[src/rtl/fxp_seq_pkg.sv]
// Shared types and encodings for the fixed-point element sequencer.
package fxp_seq_pkg;

    typedef enum logic [1:0] {
        IDLE,
        ISSUE,
        DRAIN,
        DONE
    } state_e;

    localparam int unsigned vsaddu_vv  = 1;
    localparam int unsigned vsaddu_vx  = 2;
    localparam int unsigned vsaddu_vi  = 3;
    localparam int unsigned vsadd_vv   = 4;
    localparam int unsigned vsadd_vx   = 5;
    localparam int unsigned vsadd_vi   = 6;
    localparam int unsigned vssubu_vv  = 7;
    localparam int unsigned vssubu_vx  = 8;
    localparam int unsigned vssub_vv   = 9;
    localparam int unsigned vssub_vx   = 10;
    localparam int unsigned vaadd_vv   = 11;
    localparam int unsigned vaadd_vx   = 12;
    localparam int unsigned vaaddu_vv  = 13;
    localparam int unsigned vaaddu_vx  = 14;
    localparam int unsigned vasub_vv   = 15;
    localparam int unsigned vasub_vx   = 16;
    localparam int unsigned vasubu_vv  = 17;
    localparam int unsigned vasubu_vx  = 18;
    localparam int unsigned vsmul_vv   = 19;
    localparam int unsigned vsmul_vx   = 20;
    localparam int unsigned vssrl_vv   = 21;
    localparam int unsigned vssrl_vx   = 22;
    localparam int unsigned vssrl_vi   = 23;
    localparam int unsigned vssra_vv   = 24;
    localparam int unsigned vssra_vx   = 25;
    localparam int unsigned vssra_vi   = 26;
    localparam int unsigned vnclipu_wv = 27;
    localparam int unsigned vnclipu_wx = 28;
    localparam int unsigned vnclipu_wi = 29;
    localparam int unsigned vnclip_wv  = 30;
    localparam int unsigned vnclip_wx  = 31;
    localparam int unsigned vnclip_wi  = 32;

    localparam int unsigned OP_MIN = vsaddu_vv;
    localparam int unsigned OP_MAX = vnclip_wi;

    localparam int unsigned SEW8  = 0;
    localparam int unsigned SEW16 = 1;
    localparam int unsigned SEW32 = 2;
    localparam int unsigned SEW64 = 3;

    function automatic logic fxp_illegal(input int unsigned op, input int unsigned vsew);
        return (op < OP_MIN) || (op > OP_MAX) || (vsew > SEW64);
    endfunction

endpackage

[src/rtl/fixed_point_sequencer_if.sv]
// Issue-side and datapath-side signal bundle of the fixed-point sequencer.
interface fixed_point_sequencer_if #(
    parameter int ELEM_W = 8,
    parameter int OP_W   = 6
);
    import fxp_seq_pkg::*;

    logic              issue_valid;
    logic              issue_ready;
    logic [OP_W-1:0]   issue_op;
    logic [ELEM_W-1:0] issue_vl;
    logic [2:0]        issue_vsew;
    logic [1:0]        issue_vxrm;
    logic              issue_vm;
    logic              mask_bit;
    logic              dp_valid;
    logic              dp_ready;
    logic [OP_W-1:0]   dp_op;
    logic [2:0]        dp_vsew;
    logic [1:0]        dp_vxrm;
    logic [ELEM_W-1:0] dp_elem_idx;
    logic              dp_resp_valid;
    logic              dp_resp_sat;

    modport master (
        input  issue_valid, issue_op, issue_vl, issue_vsew, issue_vxrm, issue_vm,
               mask_bit, dp_ready, dp_resp_valid, dp_resp_sat,
        output issue_ready, dp_valid, dp_op, dp_vsew, dp_vxrm, dp_elem_idx
    );

    modport slave (
        output issue_valid, issue_op, issue_vl, issue_vsew, issue_vxrm, issue_vm,
               mask_bit, dp_ready, dp_resp_valid, dp_resp_sat,
        input  issue_ready, dp_valid, dp_op, dp_vsew, dp_vxrm, dp_elem_idx
    );

endinterface

[src/rtl/fxp_outstanding_ctr.sv]
// Up/down count of issued-but-unanswered datapath elements; decrements at zero are dropped.
module fxp_outstanding_ctr
    import fxp_seq_pkg::*;
#(
    parameter int MAX_OUTSTANDING = 4,
    parameter int CNT_W           = 3
) (
    input  logic             clk,
    input  logic             rst_n,
    input  logic             inc,
    input  logic             dec,
    output logic             dec_taken,
    output logic [CNT_W-1:0] count_next,
    output logic             full
);

    logic [CNT_W-1:0] count_q;
    logic [CNT_W-1:0] count_d;

    always_comb begin
        dec_taken = dec && (count_q != '0);
        count_d   = count_q;
        unique case ({inc, dec_taken})
            2'b10:   count_d = count_q + CNT_W'(1);
            2'b01:   count_d = count_q - CNT_W'(1);
            default: count_d = count_q;
        endcase
    end

    assign count_next = count_d;
    assign full       = (count_q >= CNT_W'(MAX_OUTSTANDING));

    always_ff @(posedge clk or negedge rst_n) begin
        if (!rst_n) count_q <= '0;
        else        count_q <= count_d;
    end

endmodule

[src/rtl/fixed_point_sequencer.sv]
// Walks the elements of one fixed-point vector instruction through the datapath.
// Optional perf_elem_cnt/perf_stall_cnt outputs exist only with FXP_SEQ_PERF_EN defined.
module fixed_point_sequencer
    import fxp_seq_pkg::*;
#(
    parameter int ELEM_W          = 8,
    parameter int OP_W            = 6,
    parameter int MAX_OUTSTANDING = 4,
    parameter int CNT_W           = 3
) (
    input  logic                    clk,
    input  logic                    rst_n,
    fixed_point_sequencer_if.master bus,
    output logic                    busy,
    output logic                    done,
    output logic                    vxsat_set,
    output logic                    illegal
`ifdef FXP_SEQ_PERF_EN
    ,
    output logic [31:0]             perf_elem_cnt,
    output logic [31:0]             perf_stall_cnt
`endif
);

    state_e            state_q, state_d;
    logic [ELEM_W-1:0] idx_q, idx_d;
    logic [ELEM_W-1:0] vl_q, vl_d;
    logic [OP_W-1:0]   op_q, op_d;
    logic [2:0]        vsew_q, vsew_d;
    logic [1:0]        vxrm_q, vxrm_d;
    logic              vm_q, vm_d;
    logic              sat_acc_q, sat_acc_d;
    logic              illegal_q, illegal_d;

    logic             active, fire, dp_valid, issue_ready;
    logic             resp_taken, full;
    logic [CNT_W-1:0] cnt_next;

    fxp_outstanding_ctr #(
        .MAX_OUTSTANDING (MAX_OUTSTANDING),
        .CNT_W           (CNT_W)
    ) u_ctr (
        .clk        (clk),
        .rst_n      (rst_n),
        .inc        (fire),
        .dec        (bus.dp_resp_valid),
        .dec_taken  (resp_taken),
        .count_next (cnt_next),
        .full       (full)
    );

    always_comb begin
        state_d     = state_q;
        idx_d       = idx_q;
        vl_d        = vl_q;
        op_d        = op_q;
        vsew_d      = vsew_q;
        vxrm_d      = vxrm_q;
        vm_d        = vm_q;
        illegal_d   = illegal_q;
        sat_acc_d   = sat_acc_q | (resp_taken && bus.dp_resp_sat && (state_q != IDLE));
        issue_ready = 1'b0;
        active      = 1'b0;
        dp_valid    = 1'b0;
        fire        = 1'b0;
        done        = 1'b0;
        vxsat_set   = 1'b0;
        illegal     = 1'b0;

        unique case (state_q)
            IDLE: begin
                issue_ready = 1'b1;
                idx_d       = '0;
                if (bus.issue_valid) begin
                    op_d      = bus.issue_op;
                    vl_d      = bus.issue_vl;
                    vsew_d    = bus.issue_vsew;
                    vxrm_d    = bus.issue_vxrm;
                    vm_d      = bus.issue_vm;
                    sat_acc_d = 1'b0;
                    illegal_d = fxp_illegal(32'(bus.issue_op), 32'(bus.issue_vsew));
                    if (illegal_d || (bus.issue_vl == '0)) state_d = DONE;
                    else                                   state_d = ISSUE;
                end
            end
            ISSUE: begin
                active   = vm_q || bus.mask_bit;
                dp_valid = active && !full;
                fire     = dp_valid && bus.dp_ready;
                // Masked-off elements advance without touching the datapath.
                if (fire || !active) begin
                    if (idx_q == vl_q - ELEM_W'(1)) state_d = DRAIN;
                    else                            idx_d   = idx_q + ELEM_W'(1);
                end
            end
            DRAIN: begin
                if (cnt_next == '0) state_d = DONE;
            end
            DONE: begin
                done      = 1'b1;
                vxsat_set = sat_acc_q;
                illegal   = illegal_q;
                idx_d     = '0;
                state_d   = IDLE;
            end
            default: state_d = IDLE;
        endcase
    end

    always_ff @(posedge clk or negedge rst_n) begin
        if (!rst_n) begin
            state_q   <= IDLE;
            idx_q     <= '0;
            vl_q      <= '0;
            op_q      <= '0;
            vsew_q    <= '0;
            vxrm_q    <= '0;
            vm_q      <= 1'b0;
            sat_acc_q <= 1'b0;
            illegal_q <= 1'b0;
        end else begin
            state_q   <= state_d;
            idx_q     <= idx_d;
            vl_q      <= vl_d;
            op_q      <= op_d;
            vsew_q    <= vsew_d;
            vxrm_q    <= vxrm_d;
            vm_q      <= vm_d;
            sat_acc_q <= sat_acc_d;
            illegal_q <= illegal_d;
        end
    end

    assign busy            = (state_q != IDLE);
    assign bus.issue_ready = issue_ready;
    assign bus.dp_valid    = dp_valid;
    assign bus.dp_op       = op_q;
    assign bus.dp_vsew     = vsew_q;
    assign bus.dp_vxrm     = vxrm_q;
    assign bus.dp_elem_idx = idx_q;

`ifdef FXP_SEQ_PERF_EN
    logic [31:0] perf_elem_q, perf_elem_d;
    logic [31:0] perf_stall_q, perf_stall_d;

    always_comb begin
        perf_elem_d  = perf_elem_q;
        perf_stall_d = perf_stall_q;
        if (fire && (perf_elem_q != '1)) perf_elem_d = perf_elem_q + 32'd1;
        if (active && !fire && (perf_stall_q != '1)) perf_stall_d = perf_stall_q + 32'd1;
    end

    always_ff @(posedge clk or negedge rst_n) begin
        if (!rst_n) begin
            perf_elem_q  <= '0;
            perf_stall_q <= '0;
        end else begin
            perf_elem_q  <= perf_elem_d;
            perf_stall_q <= perf_stall_d;
        end
    end

    assign perf_elem_cnt  = perf_elem_q;
    assign perf_stall_cnt = perf_stall_q;
`endif

endmodule
[src/flat_wrapper.sv]
// flat-port wrapper written by rule: the top's interface ports become plain ports
module fixed_point_sequencer_flat import fxp_seq_pkg::*;
#(
    parameter int ELEM_W          = 8,
    parameter int OP_W            = 6,
    parameter int MAX_OUTSTANDING = 4,
    parameter int CNT_W           = 3
)
  (clk, rst_n, busy, done, vxsat_set, illegal, bus_issue_valid, bus_issue_op, bus_issue_vl, bus_issue_vsew, bus_issue_vxrm, bus_issue_vm, bus_mask_bit, bus_dp_ready, bus_dp_resp_valid, bus_dp_resp_sat, bus_issue_ready, bus_dp_valid, bus_dp_op, bus_dp_vsew, bus_dp_vxrm, bus_dp_elem_idx);
  fixed_point_sequencer_if #(.ELEM_W(ELEM_W), .OP_W(OP_W)) bus_i ();
  input  logic clk;
  input  logic rst_n;
  output logic busy;
  output logic done;
  output logic vxsat_set;
  output logic illegal;
  input wire logic [$bits(bus_i.issue_valid)-1:0] bus_issue_valid;
  input wire logic [$bits(bus_i.issue_op)-1:0] bus_issue_op;
  input wire logic [$bits(bus_i.issue_vl)-1:0] bus_issue_vl;
  input wire logic [$bits(bus_i.issue_vsew)-1:0] bus_issue_vsew;
  input wire logic [$bits(bus_i.issue_vxrm)-1:0] bus_issue_vxrm;
  input wire logic [$bits(bus_i.issue_vm)-1:0] bus_issue_vm;
  input wire logic [$bits(bus_i.mask_bit)-1:0] bus_mask_bit;
  input wire logic [$bits(bus_i.dp_ready)-1:0] bus_dp_ready;
  input wire logic [$bits(bus_i.dp_resp_valid)-1:0] bus_dp_resp_valid;
  input wire logic [$bits(bus_i.dp_resp_sat)-1:0] bus_dp_resp_sat;
  output wire logic [$bits(bus_i.issue_ready)-1:0] bus_issue_ready;
  output wire logic [$bits(bus_i.dp_valid)-1:0] bus_dp_valid;
  output wire logic [$bits(bus_i.dp_op)-1:0] bus_dp_op;
  output wire logic [$bits(bus_i.dp_vsew)-1:0] bus_dp_vsew;
  output wire logic [$bits(bus_i.dp_vxrm)-1:0] bus_dp_vxrm;
  output wire logic [$bits(bus_i.dp_elem_idx)-1:0] bus_dp_elem_idx;
  assign bus_i.issue_valid = bus_issue_valid;
  assign bus_i.issue_op = bus_issue_op;
  assign bus_i.issue_vl = bus_issue_vl;
  assign bus_i.issue_vsew = bus_issue_vsew;
  assign bus_i.issue_vxrm = bus_issue_vxrm;
  assign bus_i.issue_vm = bus_issue_vm;
  assign bus_i.mask_bit = bus_mask_bit;
  assign bus_i.dp_ready = bus_dp_ready;
  assign bus_i.dp_resp_valid = bus_dp_resp_valid;
  assign bus_i.dp_resp_sat = bus_dp_resp_sat;
  assign bus_issue_ready = bus_i.issue_ready;
  assign bus_dp_valid = bus_i.dp_valid;
  assign bus_dp_op = bus_i.dp_op;
  assign bus_dp_vsew = bus_i.dp_vsew;
  assign bus_dp_vxrm = bus_i.dp_vxrm;
  assign bus_dp_elem_idx = bus_i.dp_elem_idx;
  fixed_point_sequencer #(.ELEM_W(ELEM_W), .OP_W(OP_W), .MAX_OUTSTANDING(MAX_OUTSTANDING), .CNT_W(CNT_W)) u_core (.clk(clk), .rst_n(rst_n), .bus(bus_i), .busy(busy), .done(done), .vxsat_set(vxsat_set), .illegal(illegal));
endmodule
[config.mk]
export PLATFORM = sky130hd
export DESIGN_NAME = fixed_point_sequencer_flat
export DESIGN_NICKNAME = d
export VERILOG_FILES = /design/src/rtl/fxp_seq_pkg.sv /design/src/rtl/fixed_point_sequencer_if.sv /design/src/rtl/fxp_outstanding_ctr.sv /design/src/rtl/fixed_point_sequencer.sv /design/src/flat_wrapper.sv
export SDC_FILE = /design/constraint.sdc
export NUM_CORES = 1
export LEC_CHECK = 0
export ABC_AREA = 1
export BUFFER_PORTS_ARGS = -buffer_cell sky130_fd_sc_hd__buf_2
export CAP_MARGIN = 40
export CELL_PAD_IN_SITES_DETAIL_PLACEMENT = 1
export CELL_PAD_IN_SITES_GLOBAL_PLACEMENT = 1
export CORE_MARGIN = 2
export CORE_UTILIZATION = 39
export CTS_BUF_LIST = sky130_fd_sc_hd__clkbuf_8
export DETAILED_ROUTE_END_ITERATION = 10
export PLACE_DENSITY_LB_ADDON = 0.1
export SLEW_MARGIN = 20
export SYNTH_ARGS = -nofsm -noshare
export SYNTH_HDL_FRONTEND = slang
export SYNTH_SLANG_ARGS = --single-unit
[constraint.sdc]
create_clock -name clk -period 3.15 [get_ports clk]
set_input_delay 0 -clock clk [delete_from_list [all_inputs] [get_ports clk]]
set_output_delay 0 -clock clk [all_outputs]
set_load 0.02 [all_outputs]
Word-level counts from Yosys, hierarchy flattened
Cells that the tools add are included.
Word-level totals
  ROM bits: 0
  bits in latches: 0
  memories: 0
  bits in writable memories: 0
  register bits: 35
  word-level logic and storage cells: 70
  output and inout port bits: 25
  bits of input ports: 27
Operators by class
  reductions and logical operators: 22
  bitwise operators: 1
  add/subtract/negate cells: 4
  equality and inequality tests: 11
  multiplexer cells: 18
  div/mod/pow operators: 0
  shift-type cells: 0
  multiply operators: 0
  $lt $le $gt $ge: 4
Operator list (count)
  $mux 8: 2
  $pmux 8 s2: 1
  $mux 2: 5
  $add 8x1->8 const B: 1
  $eq 8x8->1: 1
  $logic_not 8->1: 1
  $mux 1: 8
  $pmux 2 s4: 1
  $sub 8x1->8 const B: 1
  $eq 2x2->1 const B: 3
  $gt 6x6->1 const B: 1
  $lt 6x1->1 const B: 1
  $ne 2x1->1 const B: 3
  $pmux 3 s2: 1
  $logic_and 1x1->1: 5
  $logic_or 1x1->1: 5
  $eq 2x1->1 const B: 2
  $ne 2x2->1 const B: 2
  $reduce_and 4->1: 1
  $reduce_bool 2->1: 2
  $add 3x1->3 const B: 1
  $ge 3x3->1 const B: 1
  $gt 3x2->1 const B: 1
  $logic_not 3->1: 1
  8 further kinds: 9

Logic depth before layout (Yosys ltp)
  depth in word-level cells: 10
  gate-level depth with buffers: 15
  depth with buffers taken out: 15

Cells and area by module
A second synthesis with hierarchy kept.
Second synthesis, totals
  cell total of the unflattened synthesis: 295
  area, all modules: 2157.1 µm²
Modules (own cells, without submodules)
  fixed_point_sequencer: area an instance 1958.1 µm², cells each 271, instances 1, sequential area each 800.8 µm²
  fxp_outstanding_ctr: area an instance 198.9 µm², cells each 24, instances 1, sequential area each 75.1 µm²

Worst setup path after synthesis
Ideal clock, no wire load.
  path kind: reg2reg
  start point: register u_core.state_q[1]
  end point: register u_core.state_q[1]
  stages on the path, launching flop included: 14
  slack: 0.435 ns
  arrival time: 2.598 ns
  path through: dfrtp_1 inv_1 ha_1 nor3b_1 nand2_1 ha_1 inv_2 fa_1 o21ai_0 nor2_1 nand3_1 a21oi_1 nand3_1 nand2_1
Between the ends
  cells in the longest elaborated chain, start to end: 7
  elaborated cells between the ends (all ways): 15
  classes of those cells: eq/ne: 9; mux: 3; reduce/logical: 3
RTL lines
  start, declared: line fixed_point_sequencer.sv:25  | state_e state_q, state_d;
  start signal, assigned: line fixed_point_sequencer.sv:122  | state_q <= state_d;
  $eq 2x1->1 *: line fixed_point_sequencer.sv:70  | unique case (state_q)
  $mux 1 *: line fixed_point_sequencer.sv:70
  $eq 2x1->1 / $eq 2x2->1 (equally long branches): line fxp_outstanding_ctr.sv:23  | unique case ({inc, dec_taken})
  $pmux 3 s2 *: line fxp_outstanding_ctr.sv:23
  net u_core.cnt_next[1]: line fixed_point_sequencer.sv:37  | logic [CNT_W-1:0] cnt_next;
  $logic_not 3->1 *: line fixed_point_sequencer.sv:97  | if (cnt_next == '0) state_d = DONE;
  $ne 2x1->1 (no source line) *
  $reduce_and 4->1 (no source line) *
Mark *: on every way through the listed nets, which the timed path passes. The rest lies on a longest branch.
A chain may end at the register's enable or synchronous reset.

Final worst setup path
  start point: register u_core.state_q[1]
  end point: register u_core.state_q[0]
Between the ends
  cells in the longest elaborated chain, start to end: 7
  elaborated cells between the ends (all ways): 15
  classes of those cells: eq/ne: 9; mux: 3; reduce/logical: 3
RTL lines (line)
  $eq 2x1->1: fixed_point_sequencer.sv:70
  $mux 1: fixed_point_sequencer.sv:70
  $eq 2x1->1 / $eq 2x2->1 (equally long branches): fxp_outstanding_ctr.sv:23
  $pmux 3 s2: fxp_outstanding_ctr.sv:23
  $logic_not 3->1: fixed_point_sequencer.sv:97
  $ne 2x1->1 (no source line)
  $reduce_and 4->1 (no source line)
Several ways; a longest one is shown, not always the timed one.

==> impl_metrics.ini <==
[run_status]
status = finished clean

[cts]
htreeDepth = 2
cts_buffer_depth = 2
root_buffer = clkbuf_8
cts.clk_slew.worst_paths_ns = 0.07
cts_inserted_buffers = 5
cts_tree = yes
clock_sinks = 35
cts_setup_buffers = 0
insertion_delay_ns = 0.29

[synthesis]
synth_seq_area_share = 0.431
yosys.area_share.simple = 0.347
synth_top_family_by_area = simple AND/OR/NAND/NOR gates
synth_cell_types = 25
syn_nets = 312
synth_top_cells_by_count = 105 x nand2_1, 35 x dfrtp_1, 34 x inv_1, 23 x nor2_1, 21 x nand3_1
yosysTopAreaCell = dfrtp_1
synth_warnings = 0
synthCells = 277
synth-xor-area-share = 0.0431
synth-edff-count = 0
synth_ff_type = dfrtp_1
syn_avg_cell_area_um2 = 7.34
yosys.area_share.adder = 0.0530
synth_area_leaders = dfrtp_1 43%, nand2_1 19%, inv_1 6.3%, nand3_1 5.2%, ha_1 4.3%
synth_most_common_cell = nand2_1
ys_seq_elements = 35
synth_area_mm2 = 0.00203
synthMuxAreaShare = 0
synthArstFlopShare = 1.00
synth_top_area_frac = 0.431
synth_compound_area_frac = 0.0523

[die]
dieArea_mm2 = 0.00580
start_util = 0.400
die_h_um = 76.2
core_area_mm2 = 0.00507
die_x_um = 76.2
placementRows = 26
ios = 52

[grt]
grt-ovfl-total = 0
grt_pass1_vias = 2133
grt_pass1_wl_um = 9590
grt_max_degree = 36
antenna_found_initial = 0
grtUsageTotal = 0.206

[sta]
fmax_ghz = 0.389
hold_viol_final = 0
min_period_ns = 2.57
tightest_slew_ns = 0.396
relSlewSlack = 0.735
final_max_slew_viol_count = 0
rsz0062_at_grt = no
skew_ns = 0.00371
fin_hold_ws_ns = 0.0166
fin_crit_sh = 0.817
setup-violations-final = 0
fin_tns_setup_ns = 0

[routing]
wire_per_inst_um = 13.2
dr.pass1.iters = 4
dr.first_iter.drc_count = 63
antenna_left = 0
finalWirelength_um = 5610
drc = 0
via_per_inst = 4.75
vias = 2016

[setup_path]
startpoint_type = flip-flop
cp_cell_sequence = inv_1, ha_1, nor3b_1, nand2_1, ha_1, inv_2, fa_1, or2_1, nand4_1, nand3_1, a21oi_1, nand2_1, nand2_1, nand2_1
critPathKind = flip-flop to flip-flop
critPathSlowestCell = dfrtp_1
path_max_fanout = 4
slowest_delay_ns = 0.40
cp.arrival_ns = 2.75
worst_ep_required_time_ns = 3.33
cpMostUsedCell = nand2_1
cp-end-kind = flip-flop

[layout]
layout.nets = 388
diodes = 0
area_delta_synth_final_pct = 33.1
nFillCells = 674
layout-drive-gt1-share = 0.192

[run]
max_cap_viol_count = 0

[pwr]
vdd_drop_max_mv = 0.445
power-per-cell-area_mw_per_mm2 = 934
p_leak_nw = 1.50

[place]
gp_congestion = 0.775
hpwl_um = 3990
numPortBuffers = 51

[worst_hold_path]
min_path_type = input pin to flip-flop
## registers in the layout, summed over array words and instances, names as in the netlist
signal and flops:
u_core.bus.dp_elem_idx 8, u_core.vl_q 8, u_core.bus.dp_op 6, u_core.bus.dp_vsew 3, u_core.u_ctr.count_q 3, u_core.bus.dp_vxrm 2, u_core.state_q 2, u_core.illegal_q 1
u_core.sat_acc_q 1, u_core.vm_q 1
## worst max-delay path, delay by kind of cell, from the launching register on
family | cells | cell delay (ns)
compound gates | 1 | 0.21
fa+ha+maj | 3 | 0.78
buf+inv | 2 | 0.13
flops | 1 | 0.40
simple gates | 8 | 0.92
## metal layers
metal | vias to the layer above | global-route usage | wire [um]
li1 | 1006 | - | -
met1 | 962 | 0.241 | 2450
met2 | 37 | 0.368 | 2830
met3 | 11 | 0.0462 | 211
met4 | 0 | 0.0764 | 108
met5 | - | 0 | 0
## kinds of logic after synthesis
kind of cell    Yosys count
simple gates            164
buf+inv                  40
flops                    35
compound gates           20
xor+xnor                 10
fa+ha+maj                 8
## final timing paths
path,start,end,slack (ns),depth (start not counted)
max,u_core.state_q[1],u_core.state_q[0],0.58,14
min,bus_issue_vl[6],u_core.vl_q[6],0.02,3
max reg2reg,u_core.state_q[1],u_core.state_q[0],0.58,14
min reg2reg,u_core.bus.dp_vsew[2],u_core.bus.dp_vsew[2],0.48,2
max in group asynchronous,rst_n,u_core.bus.dp_op[0],2.69,3
min in group asynchronous,rst_n,u_core.bus.dp_elem_idx[3],0.06,2
## placed cells by master, fill, tap and decap left out
cell type,n
clkbuf_8,6
nand3_1,21
ha_1,7
o21ai_0,13
nand3b_1,2
fa_1,1
xor2_1,5
nor2_4,1
nand4_1,3
nand2_1,105
inv_1,34
nand3_4,1
a31oi_1,1
bufinv_16,1
nand2_4,1
nor2_1,23
buf_2,51
o21ai_1,1
clkinv_2,1
xnor2_1,5
or2_1,2
inv_2,2
nor2_2,2
buf_4,1
nor3_1,1
dlygate4sd3_1,20
a21oi_1,4
dfrtp_1,35
nor3b_1,2
a32o_1,1
buf_12,1
## power by group
part,switching (mW),internal (mW)
Sequential,0.166,0.637
Combinational,0.841,0.458
Clock,0.169,0.256
## area by class of cell
cell class	instances	area (um2)	share of cell area
clock inverters	2	35.0	0.0130
well taps	70	87.6	0.0324
clock buffers	6	82.6	0.0305
multi-input cells	202	1010	0.372
flip-flops and latches	35	876	0.324
repair buffers	73	483	0.179
inverters	36	135	0.0500
## repair_timing
| action | CTS | global route |
|---|---|---|
| endpoints found under the hold margin | 54 | 0 |
| resized for setup | 0 | 0 |
| hold buffers | 20 | 0 |
## per-stage QoR
| stage | setup WS [ns] | area, um2 | power, mW | std cells | utilization |
|---|---|---|---|---|---|
| 2_1_floorplan | 0.435 | 2030 | 1.70 | 277 | - |
| 3_5_place_dp | 0.601 | 2370 | 2.09 | 395 | 0.466 |
| 6_report | 0.577 | 2710 | 2.53 | 424 | 0.533 |
| 4_1_cts | 0.563 | 2690 | 2.55 | 423 | 0.529 |
| 5_1_grt | 0.286 | 2710 | 2.76 | 424 | 0.533 |
| 3_3_place_gp | 0.711 | 2370 | 2.04 | 395 | 0.466 |
Power figures use the tool's default switching activity.
